$ cat src/rtl/fft_pkg.sv
`default_nettype none
// ============================================================================
//  Module      : fft_pkg
//  Description : Shared constants, FSM state encoding and index helpers for
//                the 8-point radix-2 DIT FFT engine.
//  Revision    : 1.0 - initial release
// ============================================================================
package fft_pkg;

    // Default sample and internal datapath widths
    localparam int DW_DEF   = 12;
    localparam int IW_DEF   = 15;

    // Twiddle ROM word width and its fixed-point scale (127 ~= 1.0)
    localparam int TWW      = 12;
    localparam int TW_SHIFT = 7;

    // Engine FSM states
    localparam logic [1:0] ST_LOAD    = 2'd0;
    localparam logic [1:0] ST_COMPUTE = 2'd1;
    localparam logic [1:0] ST_UNLOAD  = 2'd2;

    // 3-bit bit reversal: input order n maps to register bitrev3(n)
    function automatic logic [2:0] bitrev3(input logic [2:0] v);
        return {v[0], v[1], v[2]};
    endfunction

endpackage
`default_nettype wire

$ cat src/rtl/fft_8_butterfly.sv
`default_nettype none
// ============================================================================
//  Module      : fft_8_butterfly
//  Description : Combinational radix-2 butterfly: t = b*W (scaled, floored),
//                top = a + t, bot = a - t, all truncated to IW.
//  Revision    : 1.0 - initial release
// ============================================================================
module fft_8_butterfly
    import fft_pkg::*;
#(
    parameter int IW = IW_DEF
) (
    input  logic signed [IW-1:0]  ar,
    input  logic signed [IW-1:0]  ai,
    input  logic signed [IW-1:0]  br,
    input  logic signed [IW-1:0]  bi,
    input  logic signed [TWW-1:0] wr,
    input  logic signed [TWW-1:0] wi,
    output logic signed [IW-1:0]  top_re,
    output logic signed [IW-1:0]  top_im,
    output logic signed [IW-1:0]  bot_re,
    output logic signed [IW-1:0]  bot_im
);

    // Product width plus one bit so the sum of two products never overflows
    localparam int PW = IW + TWW + 1;

    logic signed [PW-1:0] w_br;
    logic signed [PW-1:0] w_bi;
    logic signed [PW-1:0] w_wr;
    logic signed [PW-1:0] w_wi;
    logic signed [IW-1:0] w_tr;
    logic signed [IW-1:0] w_ti;

    // Full-precision complex multiply, arithmetic right shift, then add/sub
    always_comb begin
        w_br   = PW'(br);
        w_bi   = PW'(bi);
        w_wr   = PW'(wr);
        w_wi   = PW'(wi);
        w_tr   = IW'((w_br * w_wr - w_bi * w_wi) >>> TW_SHIFT);
        w_ti   = IW'((w_br * w_wi + w_bi * w_wr) >>> TW_SHIFT);
        top_re = ar + w_tr;
        top_im = ai + w_ti;
        bot_re = ar - w_tr;
        bot_im = ai - w_ti;
    end

endmodule
`default_nettype wire

$ cat src/rtl/spin_table_8.sv
`default_nettype none
// ============================================================================
//  Module      : spin_table_8
//  Description : 8-entry twiddle ROM, W8^k = exp(-j*2*pi*k/8) scaled by 127.
//  Revision    : 1.0 - initial release
// ============================================================================
module spin_table_8
    import fft_pkg::*;
(
    input  logic        [2:0]     idx,
    output logic signed [TWW-1:0] tw_re,
    output logic signed [TWW-1:0] tw_im
);

    // Constant lookup; 90 is round(127 * cos(pi/4))
    always_comb begin
        tw_re = '0;
        tw_im = '0;
        case (idx)
            3'd0: begin tw_re =  12'sd127; tw_im =  12'sd0;   end
            3'd1: begin tw_re =  12'sd90;  tw_im = -12'sd90;  end
            3'd2: begin tw_re =  12'sd0;   tw_im = -12'sd127; end
            3'd3: begin tw_re = -12'sd90;  tw_im = -12'sd90;  end
            3'd4: begin tw_re = -12'sd127; tw_im =  12'sd0;   end
            3'd5: begin tw_re = -12'sd90;  tw_im =  12'sd90;  end
            3'd6: begin tw_re =  12'sd0;   tw_im =  12'sd127; end
            3'd7: begin tw_re =  12'sd90;  tw_im =  12'sd90;  end
        endcase
    end

endmodule
`default_nettype wire

$ cat src/rtl/fft_8_engine.sv
`default_nettype none
// ============================================================================
//  Module      : fft_8_engine
//  Description : Sequential 8-point radix-2 DIT FFT. Loads 8 real samples in
//                bit-reversed order, runs 12 in-place butterflies (one per
//                cycle), then streams 8 complex bins out in natural order.
//  Revision    : 1.0 - initial release
// ============================================================================
module fft_8_engine
    import fft_pkg::*;
#(
    parameter int DW = DW_DEF,
    parameter int IW = IW_DEF
) (
    input  logic                 clk,
    input  logic                 rst,
    input  logic                 in_valid,
    output logic                 in_ready,
    input  logic signed [DW-1:0] in_re,
    output logic                 out_valid,
    input  logic                 out_ready,
    output logic signed [IW-1:0] out_re,
    output logic signed [IW-1:0] out_im,
    output logic        [2:0]    out_idx,
    output logic                 busy
);

    logic        [1:0]     r_state;
    logic        [3:0]     r_cnt;
    logic signed [IW-1:0]  r_re [0:7];
    logic signed [IW-1:0]  r_im [0:7];

    logic        [1:0]     w_s;
    logic        [2:0]     w_b;
    logic        [2:0]     w_half;
    logic        [2:0]     w_j;
    logic        [2:0]     w_top;
    logic        [2:0]     w_bot;
    logic        [2:0]     w_tw_idx;
    logic signed [TWW-1:0] w_tw_re;
    logic signed [TWW-1:0] w_tw_im;
    logic signed [IW-1:0]  w_top_re;
    logic signed [IW-1:0]  w_top_im;
    logic signed [IW-1:0]  w_bot_re;
    logic signed [IW-1:0]  w_bot_im;

    // Decode the compute counter into stage, butterfly pair and twiddle index
    always_comb begin
        w_s      = r_cnt[3:2];
        w_b      = {1'b0, r_cnt[1:0]};
        w_half   = 3'd1 << w_s;
        w_j      = w_b & (w_half - 3'd1);
        w_top    = ((w_b >> w_s) << (w_s + 2'd1)) + w_j;
        w_bot    = w_top + w_half;
        w_tw_idx = w_j << (2'd2 - w_s);
    end

    spin_table_8 u_twiddle (
        .idx   (w_tw_idx),
        .tw_re (w_tw_re),
        .tw_im (w_tw_im)
    );

    fft_8_butterfly #(
        .IW (IW)
    ) u_butterfly (
        .ar     (r_re[w_top]),
        .ai     (r_im[w_top]),
        .br     (r_re[w_bot]),
        .bi     (r_im[w_bot]),
        .wr     (w_tw_re),
        .wi     (w_tw_im),
        .top_re (w_top_re),
        .top_im (w_top_im),
        .bot_re (w_bot_re),
        .bot_im (w_bot_im)
    );

    // FSM, counter and in-place data registers
    always_ff @(posedge clk) begin
        if (rst) begin
            r_state <= ST_LOAD;
            r_cnt   <= 4'd0;
            for (int i = 0; i < 8; i++) begin
                r_re[i] <= '0;
                r_im[i] <= '0;
            end
        end else begin
            case (r_state)
                ST_LOAD: begin
                    if (in_valid) begin
                        r_re[bitrev3(r_cnt[2:0])] <= IW'(in_re);
                        r_im[bitrev3(r_cnt[2:0])] <= '0;
                        if (r_cnt == 4'd7) begin
                            r_state <= ST_COMPUTE;
                            r_cnt   <= 4'd0;
                        end else begin
                            r_cnt   <= r_cnt + 4'd1;
                        end
                    end
                end
                ST_COMPUTE: begin
                    r_re[w_top] <= w_top_re;
                    r_im[w_top] <= w_top_im;
                    r_re[w_bot] <= w_bot_re;
                    r_im[w_bot] <= w_bot_im;
                    if (r_cnt == 4'd11) begin
                        r_state <= ST_UNLOAD;
                        r_cnt   <= 4'd0;
                    end else begin
                        r_cnt   <= r_cnt + 4'd1;
                    end
                end
                ST_UNLOAD: begin
                    if (out_ready) begin
                        if (r_cnt == 4'd7) begin
                            r_state <= ST_LOAD;
                            r_cnt   <= 4'd0;
                        end else begin
                            r_cnt   <= r_cnt + 4'd1;
                        end
                    end
                end
                default: begin
                    r_state <= ST_LOAD;
                    r_cnt   <= 4'd0;
                end
            endcase
        end
    end

    // Stream outputs; bins are only presented while unloading
    always_comb begin
        in_ready  = (r_state == ST_LOAD);
        busy      = (r_state != ST_LOAD);
        out_valid = (r_state == ST_UNLOAD);
        out_idx   = '0;
        out_re    = '0;
        out_im    = '0;
        if (r_state == ST_UNLOAD) begin
            out_idx = r_cnt[2:0];
            out_re  = r_re[r_cnt[2:0]];
            out_im  = r_im[r_cnt[2:0]];
        end
    end

endmodule
`default_nettype wire

$ cat config.mk
export PLATFORM = sky130hd
export DESIGN_NAME = fft_8_engine
export DESIGN_NICKNAME = d
export VERILOG_FILES = /design/src/rtl/fft_pkg.sv /design/src/rtl/fft_8_butterfly.sv /design/src/rtl/spin_table_8.sv /design/src/rtl/fft_8_engine.sv
export SDC_FILE = /design/constraint.sdc
export NUM_CORES = 2
export LEC_CHECK = 0
export CORE_MARGIN = 3
export CORE_UTILIZATION = 60
export DETAILED_ROUTE_END_ITERATION = 8
export PLACE_DENSITY = 0.88
export SLEW_MARGIN = 40
export SYNTH_ARGS = -nofsm -noshare
export SYNTH_HDL_FRONTEND = slang
export SYNTH_SLANG_ARGS = --single-unit
$ cat constraint.sdc
create_clock -name clk -period 13.28 [get_ports clk]
set_input_delay 2.656 -clock clk [delete_from_list [all_inputs] [get_ports clk]]
set_output_delay 2.656 -clock clk [all_outputs]
set_load 0.03 [all_outputs]
==> metrics.md <==
| Metric | Value |
|---|---|
| Status | complete, no violations |
| RSZ-0062 raised after global routing | false |
| Minimum clock period | between 10 and 15 ns |
| Total congestion overflow | 0 |
| # IOs | 52 |
| TritonCTS Buffers | 26 |
| Warnings, synthesis | 0 |
| Maximum root-to-sink buffer count | 3 |
| CTS sink count | 249 |
| Delay-heaviest family, CP | adder cells |
| CTS root buf | clkbuf_16 |
| Synthesized area | 39450 um2 |
| Worst Hold Class | reg2reg |
| Most frequent cells in the layout | inv_1 (833), fa_1 (597), nand2_1 (293) |
| Element type at the critical path end | flop |
| Starting Density | around 61% |
| DIE AREA | 68860 um2 |
| Arr. time, crit path | between 10 and 15 ns |
| Synth Register Bits | between 200 and 250 |
| Crit-path max FO | 12 |
| Worst min-delay path startpoint | r_cnt[1]$_SDFFE_PP0P_ |
| Normalized max-slew margin | 37.38% |
| Final ANT Viol Nets | 0 |
| Core Region | 64700 um2 |
| # setup viols final | 0 |
| Row count | 93 |
| Placed cell areas | between 40000 and 50000 um2 |
| Synthesized area per cell | a little over 10 um2 |
| Clk slew on worst S/H paths | 0.06 ns |
| Worst Path Required | roughly 14 ns |
| Design area | 42490 um2 |
| Buffers on Ports | 51 |
| Final wirelength | 131.9 mm |
| Final Skew | 0.03537 ns |
| # nets final | 4722 |
| FMAX | approximately 77 MHz |
| Pre-antenna DRT Iters | 7 |
| Initial DRC count | 4847 |
| Die height | 262.4 um |
| Die X | around 260 um |
| Crit-path max cell delay | roughly 0.6 ns |
| FFs w/ async S/R, synth | 0% |
| Final worst path period share | 97.21% |
| Primary FF master, synth | edfxtp_1 |
| Pins Over Slew Limit | 0 |
| MaxCap Viol Count | 0 |
| Setup Crit Path Kind | reg2reg |
| Layout area overhead | 7.697% |
| Unique masters post-synth | 88 |
| Worst-skew pair later-pin latency | 0.58 ns |
| FF-to-FF Start | r_cnt[3]$_SDFFE_PP0P_ |
| Worst Setup SP | r_cnt[3]$_SDFFE_PP0P_ |
| HPWL after DPL | 98.18 mm |
| Crit start category | flop |
| Vias | around 32000 |
| First-pass GRT wire length | 199.3 mm |
| Buf/Inv on CP | 10 |
| Filler cells | around 4800 |
| Cell count after synthesis | about 3900 |
| Final hold vios | 0 |
| Layout cells sized above 1 | 11.63% |
| H-tree depth | 1 |
| Critical-path top delay cell | fa_1 |
| Most common cell after layout, fill and taps aside | inv_1 |
| Tot GR Track Use | 37.95% |
| Wire per inst | 27.93 um |
| Top cell by count, worst path | fa_1 |
| Residual DRC | 0 |
| Vias in the first global route | about 34000 |
| Post-synthesis sequential area ratio | a little under a fifth |
| GPL Wtd Cong | about 1.0 |
| CTS tree | done |
| Antenna violations before repair | 4 |
| Via density | approximately 6.7 |
| Post-synth EDFFs | 240 |
| Largest net degree at the start of global routing | 61 |
| Syn_nets | 4735 |
| Worst-Margin Slew | 0.9367 ns |
per-layer routing:
metal / up-vias / global-route usage (%) / share of wire [%]
met5: - / 0 / 0.055
met4: 6 / 24.03 / 8.7
met3: 865 / 14.88 / 16
met2: 3003 / 57.58 / 44
met1: 15280 / 45.47 / 31
li1: 12740 / - / -
registers in the layout, indices dropped and copies added, names as in the netlist, named ones only:
signal,count
r_state,2
r_im,120
r_cnt,4
r_re,120
worst reg2reg max path: cells and delay by family (launching register included):
family	cells	cell delay (ns)
adder cells (fa/ha/maj)	13	5.83
XOR/XNOR	3	0.80
AO/OA/AOI/OAI	12	2.62
flip-flops	1	0.41
AND/OR/NAND/NOR	8	1.40
buffers and inverters	10	1.25
multiplexers	1	0.34
final cells by class:
class                      count  area (um2)  area share (%)
antenna                        1       2.502        0.005890
clock buffer                  30       665.6           1.567
clock inverter                16       161.4          0.3799
inverter                     835        3134           7.377
multi-input combinational   2576       28660           67.46
sequential                   249        7395           17.40
tap                          855        1070           2.518
timing repair buffer         163        1399           3.292
per-stage QoR:
stage / setup WS (ns) / utilization, % / hold slack, ns / TNS (ns) / std cells
after CTS: 0.03325 / 64.98 / 0.5718 / 0 / 4717
after global placement: 0.2280 / 63.57 / 0.5565 / 0 / 4670
after floorplan: 0.8059 / - / 0.5079 / 0 / 3864
after detailed placement: -0.002568 / 63.69 / 0.5620 / -0.002568 / 4671
after global routing: 0.01632 / 65.67 / 0.6416 / 0 / 4724
final: 0.3706 / 65.67 / 0.5813 / 0 / 4725
kinds of logic after synthesis:
logic type | after synthesis | share of synthesized area [%]
AO/OA/AOI/OAI | 545 | 9.182
XOR/XNOR | 152 | 3.723
adder cells (fa/ha/maj) | 856 | 38.54
buffers and inverters | 1039 | 10.00
flip-flops | 249 | 18.73
multiplexers | 240 | 10.94
AND/OR/NAND/NOR | 783 | 8.893
synth_stat cells (39+ instances only):
cell type / n / area (um2)
mux2i_1: 62 / 620.6
o22ai_1: 210 / 1314
xnor2_1: 120 / 1051
edfxtp_1: 240 / 7207
a21oi_1: 94 / 470.5
clkbuf_1: 166 / 623.1
mux4_2: 150 / 3378
fa_1: 599 / 11990
o21ai_0: 49 / 245.2
nand2_1: 299 / 1122
inv_1: 833 / 3127
nor2_1: 258 / 968.4
nand2b_1: 39 / 244.0
ha_1: 256 / 3203
final timing paths:
| path | to | slack, ns | cells past startpoint |
|---|---|---|---|
| setup reg to reg | r_re[0][14]$_DFFE_PP_ | 0.37 | 47 |
| hold / removal | flop | 0.58 | 2 |
| setup / recovery | r_re[0][14]$_DFFE_PP_ | 0.37 | 47 |
| hold reg to reg | flop | 0.58 | 2 |
repair_timing:
action,in CTS,in global routing
setup endpoints to repair,9,81
gates resized for setup,2,52
setup buffers,0,7
pin swaps,0,4
hold buffers,0,0
Power is left out: the tool's default activity adds up to more than one toggle a clock period on the data nets, which glitch-free logic cannot reach.
